File: src/rtl/debug_heartbeat_gen.sv
// debug_heartbeat_gen: multi-channel debug pin generator. Each channel drives
// a square wave (TOGGLE), a periodic one-cycle pulse (PULSE), or a stretched
// copy of a one-cycle event (STRETCH). Channels are configured by a single
// write strobe and run fully independently.
//
// Ports:
//   clk        system clock, rising edge
//   rst_n      asynchronous active-low reset
//   cfg_we     config write strobe (one cycle per write)
//   cfg_ch     channel index for the write (out-of-range writes are ignored)
//   cfg_mode   00 OFF, 01 TOGGLE, 10 PULSE, 11 STRETCH
//   cfg_period period value P
//   evt_in     per-channel event, active high, synchronous to clk
//   dbg_out    registered debug output per channel
//   wrap_pulse registered one-cycle strobe at each period end / stretch end
module debug_heartbeat_gen #(
  parameter int unsigned      NUM_CH       = 4,
  parameter int unsigned      CNT_W        = 16,
  parameter logic [1:0]       RESET_MODE   = 2'b01,
  parameter logic [CNT_W-1:0] RESET_PERIOD = '0,
  parameter int unsigned      IDX_W        = (NUM_CH > 1) ? $clog2(NUM_CH) : 1
) (
  input  logic              clk,
  input  logic              rst_n,
  input  logic              cfg_we,
  input  logic [IDX_W-1:0]  cfg_ch,
  input  logic [1:0]        cfg_mode,
  input  logic [CNT_W-1:0]  cfg_period,
  input  logic [NUM_CH-1:0] evt_in,
  output logic [NUM_CH-1:0] dbg_out,
  output logic [NUM_CH-1:0] wrap_pulse
);

  typedef enum logic [1:0] {
    MODE_OFF     = 2'b00,
    MODE_TOGGLE  = 2'b01,
    MODE_PULSE   = 2'b10,
    MODE_STRETCH = 2'b11
  } mode_e;

  for (genvar i = 0; i < NUM_CH; i++) begin : g_ch
    mode_e            mode_q, mode_d;
    logic [CNT_W-1:0] period_q, period_d;
    logic [CNT_W-1:0] cnt_q, cnt_d;
    logic             dbg_q, dbg_d;
    logic             wrap_q, wrap_d;
    logic             sel;
    logic             hit;

    // Out-of-range indices never match any channel, so such writes are dropped.
    assign sel = cfg_we && (cfg_ch == IDX_W'(i));
    // Counter never exceeds P, so equality is the only end-of-period test.
    assign hit = (cnt_q == period_q);

    // Next-state for one channel: write > event > counting.
    always_comb begin
      mode_d   = mode_q;
      period_d = period_q;
      cnt_d    = cnt_q;
      dbg_d    = dbg_q;
      wrap_d   = 1'b0;
      if (sel) begin
        mode_d   = mode_e'(cfg_mode);
        period_d = cfg_period;
        cnt_d    = '0;
        dbg_d    = 1'b0;
      end else begin
        unique case (mode_q)
          MODE_OFF: begin
            cnt_d = '0;
            dbg_d = 1'b0;
          end
          MODE_TOGGLE: begin
            if (hit) begin
              cnt_d  = '0;
              dbg_d  = ~dbg_q;
              wrap_d = 1'b1;
            end else begin
              cnt_d = cnt_q + CNT_W'(1);
            end
          end
          MODE_PULSE: begin
            cnt_d  = hit ? '0 : cnt_q + CNT_W'(1);
            dbg_d  = hit;
            wrap_d = hit;
          end
          MODE_STRETCH: begin
            // A new event restarts the stretch window, even on its last cycle.
            if (evt_in[i]) begin
              dbg_d = 1'b1;
              cnt_d = '0;
            end else if (dbg_q) begin
              if (hit) begin
                dbg_d  = 1'b0;
                cnt_d  = '0;
                wrap_d = 1'b1;
              end else begin
                cnt_d = cnt_q + CNT_W'(1);
              end
            end else begin
              cnt_d = '0;
            end
          end
        endcase
      end
    end

    // Channel state register.
    always_ff @(posedge clk or negedge rst_n) begin
      if (!rst_n) begin
        mode_q   <= mode_e'(RESET_MODE);
        period_q <= RESET_PERIOD;
        cnt_q    <= '0;
        dbg_q    <= 1'b0;
        wrap_q   <= 1'b0;
      end else begin
        mode_q   <= mode_d;
        period_q <= period_d;
        cnt_q    <= cnt_d;
        dbg_q    <= dbg_d;
        wrap_q   <= wrap_d;
      end
    end

    assign dbg_out[i]    = dbg_q;
    assign wrap_pulse[i] = wrap_q;
  end

endmodule

File: config.mk
export PLATFORM = sky130hd
export DESIGN_NAME = debug_heartbeat_gen
export DESIGN_NICKNAME = d
export VERILOG_FILES = /design/src/rtl/debug_heartbeat_gen.sv
export SDC_FILE = /design/constraint.sdc
export NUM_CORES = 1
export LEC_CHECK = 0
export BUFFER_PORTS_ARGS = -buffer_cell sky130_fd_sc_hd__clkbuf_2
export CAP_MARGIN = 0
export CORE_UTILIZATION = 61
export DETAILED_ROUTE_END_ITERATION = 12
export HOLD_SLACK_MARGIN = 0.03
export PLACE_DENSITY_LB_ADDON = 0.1
export SYNTH_ARGS = -nofsm -noshare
export SYNTH_HDL_FRONTEND = slang
export SYNTH_SLANG_ARGS = --single-unit
File: constraint.sdc
create_clock -name clk -period 1.82 [get_ports clk]
set_input_delay 0.273 -clock clk [delete_from_list [all_inputs] [get_ports clk]]
set_output_delay 0.273 -clock clk [all_outputs]
set_load 0.05 [all_outputs]
==> impl_metrics.json <==
{
  "die_h_um": 110,
  "r2r_cells": 6,
  "fin_crit_ps": 1760,
  "antenna_found_initial": 0,
  "synthFlopType": "dfrtp_1",
  "reg2reg_from": "g_ch[1].cnt_q[8]",
  "grt_pass1_wl_mm": 24.3,
  "hp-start": "cfg_period[14]",
  "path_buf_inv": 1,
  "cp-end-kind": "flop",
  "ys_ff_latch": 144,
  "post-route-period-util": 0.967,
  "syn_inst": 668,
  "rsz0062_at_grt": "true",
  "ir_drop_mv": 0.809,
  "crit_path_max_incr_delay_ps": 450,
  "globalplace.congestion": 0.781,
  "vias_per_cell": 5.51,
  "drv_slew": 0,
  "postSynthAreaPerCell_um2": 10.6,
  "clockRootBuffer": "clkbuf_16",
  "status": "finished clean",
  "cts_tree": "yes",
  "via_count": 4809,
  "firstDrtPassIters": 4,
  "place_inst": 838,
  "worstPathCellList": "xor2_1 -> nor4_2 -> nand4_1 -> buf_4 -> mux2i_1 -> o31ai_1",
  "critPathKind": "flop to flop",
  "wl_mm": 15.3,
  "syn_nets": 715,
  "dieArea_um2": 12100,
  "n_fill_cell": 796,
  "final_util": 0.727,
  "multiInputGateArea_um2": 3340,
  "ios": 35,
  "cp_slowest_cell": "dfrtp_1",
  "worstSkewPairLatency_ps": 420,
  "drive_gt1_frac": 0.203,
  "synth_edf_count": 0,
  "max_freq_mhz": 568,
  "clkSinkCount": 144,
  "critical_path.top_delay_family": "flip-flops",
  "setup_violations": 0,
  "grt_pass1_vias": 4829,
  "yosysSeqAreaShare": 0.507,
  "cp.depth": 6,
  "drc_errors": 0,
  "r2r-end": "g_ch[1].dbg_q",
  "crit_path_start": "g_ch[1].cnt_q[8]",
  "mostFrequentLayoutCell": "dfrtp_1",
  "finalHoldViolCount": 0,
  "wl_per_cell_um": 17.5,
  "maxSlewHeadroom": 0.634,
  "ant_nets": 0,
  "synth-async-reset-ratio": 1.00,
  "yosysUniqueCellTypes": 39,
  "holdCritPathClass": "primary input to flop",
  "yosysWarnings": 0,
  "critical_path_arrival_ps": 2070,
  "power_density_nw_per_um2": 1120,
  "worst_slew_pin_slew_ps": 549,
  "die_w_um": 110,
  "final_cell_mix": "dfrtp_1 (139), nor2_1 (91), xor2_1 (86)",
  "final_net_count": 763,
  "grt_use_total": 0.274,
  "path_max_fanout": 5,
  "critPathCapture": "g_ch[1].dbg_q",
  "numPortBuffers": 34,
  "grt_overflow": 0,
  "clk_pin_slew_ps": 60,
  "p_leak_nw": 3.91,
  "start_util": 0.626,
  "clk_path_buf_depth": 2,
  "design.core.area_um2": 11400,
  "first_iter_violations": 343,
  "cp_data_required_time_ps": 2130,
  "final_cells": 872,
  "rows": 39,
  "diodes": 0,
  "h-tree-depth": 4,
  "drv_cap": 0,
  "clock_skew_ps": 11.0,
  "seq_area_um2": 3610,
  "r2r_setup_slack_ps": 60,
  "grt_max_degree": 56,
  "cts_buffers": 17,
  "dp_hpwl_mm": 10.4,
  "area_delta_synth_final_pct": 16.2,
  "syn_area_um2": 7110,
  "startpoint_type": "flop"
}
[cells by family after synthesis]
group                      count (synthesis)  synth area share
adders and majority gates                 20            0.0352
AOI/OAI and AO/OA                         19            0.0176
muxes                                     56            0.0880
and+or+nand+nor                          261             0.172
buffers and inverters                     48            0.0320
xor gates and xnor gates                 120             0.148
DFF                                      144             0.507
[per-layer routing]
metal  track usage  up-vias  part of all wire
met4        0.0952        0             0.018
met2         0.450       68              0.49
met5             0        -                 0
li1              -     2303                 -
met3        0.0506       23             0.027
met1         0.368     2415              0.47
[state kept, by name (all words and copies together), names as in the netlist]
signal	cells
g_ch.period_q	64
g_ch.dbg_q	4
g_ch.cnt_q	64
g_ch.wrap_q	4
g_ch.mode_q	8
[worst min-delay path by stage]
stage / cells after the start / slack [ps] / to
6_report: 3 / 150 / g_ch[2].period_q[14]
3_3_place_gp: 1 / 270 / g_ch[1].cnt_q[13]
3_5_place_dp: 1 / 270 / g_ch[1].cnt_q[11]
5_1_grt: 3 / 150 / g_ch[2].period_q[14]
2_1_floorplan: 0 / -20 / g_ch[0].cnt_q[0]
4_1_cts: 3 / 130 / g_ch[2].period_q[11]
[Yosys cell counts, types with 2 or more instances]
master / count / area (um2)
nand2_1: 80 / 300
a22oi_1: 4 / 30.0
mux2_2: 43 / 484
clkbuf_1: 8 / 30.0
nor2_1: 91 / 342
nor3_2: 2 / 20.0
nand4_1: 18 / 113
nand2b_1: 9 / 56.3
and3_1: 6 / 37.5
ha_1: 20 / 250
dfstp_2: 4 / 105
nand3b_1: 2 / 15.0
a211o_1: 2 / 17.5
and4_1: 4 / 35.0
xnor2_1: 34 / 298
buf_2: 8 / 40.0
mux2i_1: 4 / 40.0
inv_1: 22 / 82.6
buf_4: 10 / 75.1
o21ai_0: 7 / 35.0
and2_1: 3 / 18.8
o32ai_1: 2 / 17.5
xor2_1: 86 / 753
dfrtp_1: 140 / 3500
nand3_1: 15 / 75.1
o21ai_1: 2 / 10.0
mux2_1: 9 / 101
nor3_1: 6 / 30.0
nor4_1: 17 / 106
[stage by stage]
step	setup slack (ps)	TNS [ps]	total power, W	instance area (um2)	hold slack [ps]
CTS	13.1	0	0.00928	8210	133
floorplan	170	0	0.00498	7110	-22.6
global placement	41.7	0	0.00543	7550	268
global route	-24.3	-29.6	0.00966	8260	152
detailed placement	-69.4	-420	0.00551	7550	273
finish	60.8	0	0.00924	8260	147
[layout make-up]
type                            count  area share
Sequential cell                   144       0.437
Clock buffer                       23      0.0590
Clock inverter                      9      0.0186
Timing Repair Buffer               55      0.0498
Tap cell                          143      0.0217
Inverter                           22     0.00999
Multi-Input combinational cell    476       0.404
[timing repair]
action | in CTS | in global routing
endpoints found under the setup margin | 2 | 51
pin swaps | 1 | 4
setup buffers | 1 | 0
hold endpoints to repair | 47 | 0
hold buffers | 1 | 0
resized for setup | 0 | 11
[worst min-delay path, delay by kind of cell]
| kind | cells | cell delay [ps] |
|---|---|---|
| and+or+nand+nor | 2 | 110 |
| buffers and inverters | 1 | 130 |
[report_power, final]
| part | internal, W | switching (W) | total, W |
|---|---|---|---|
| sequential | 0.00360 | 0.000345 | 0.00394 |
| combinational | 0.000702 | 0.000857 | 0.00156 |
| clock | 0.00244 | 0.00130 | 0.00374 |
No activity file was read; power rests on OpenSTA's default activity.
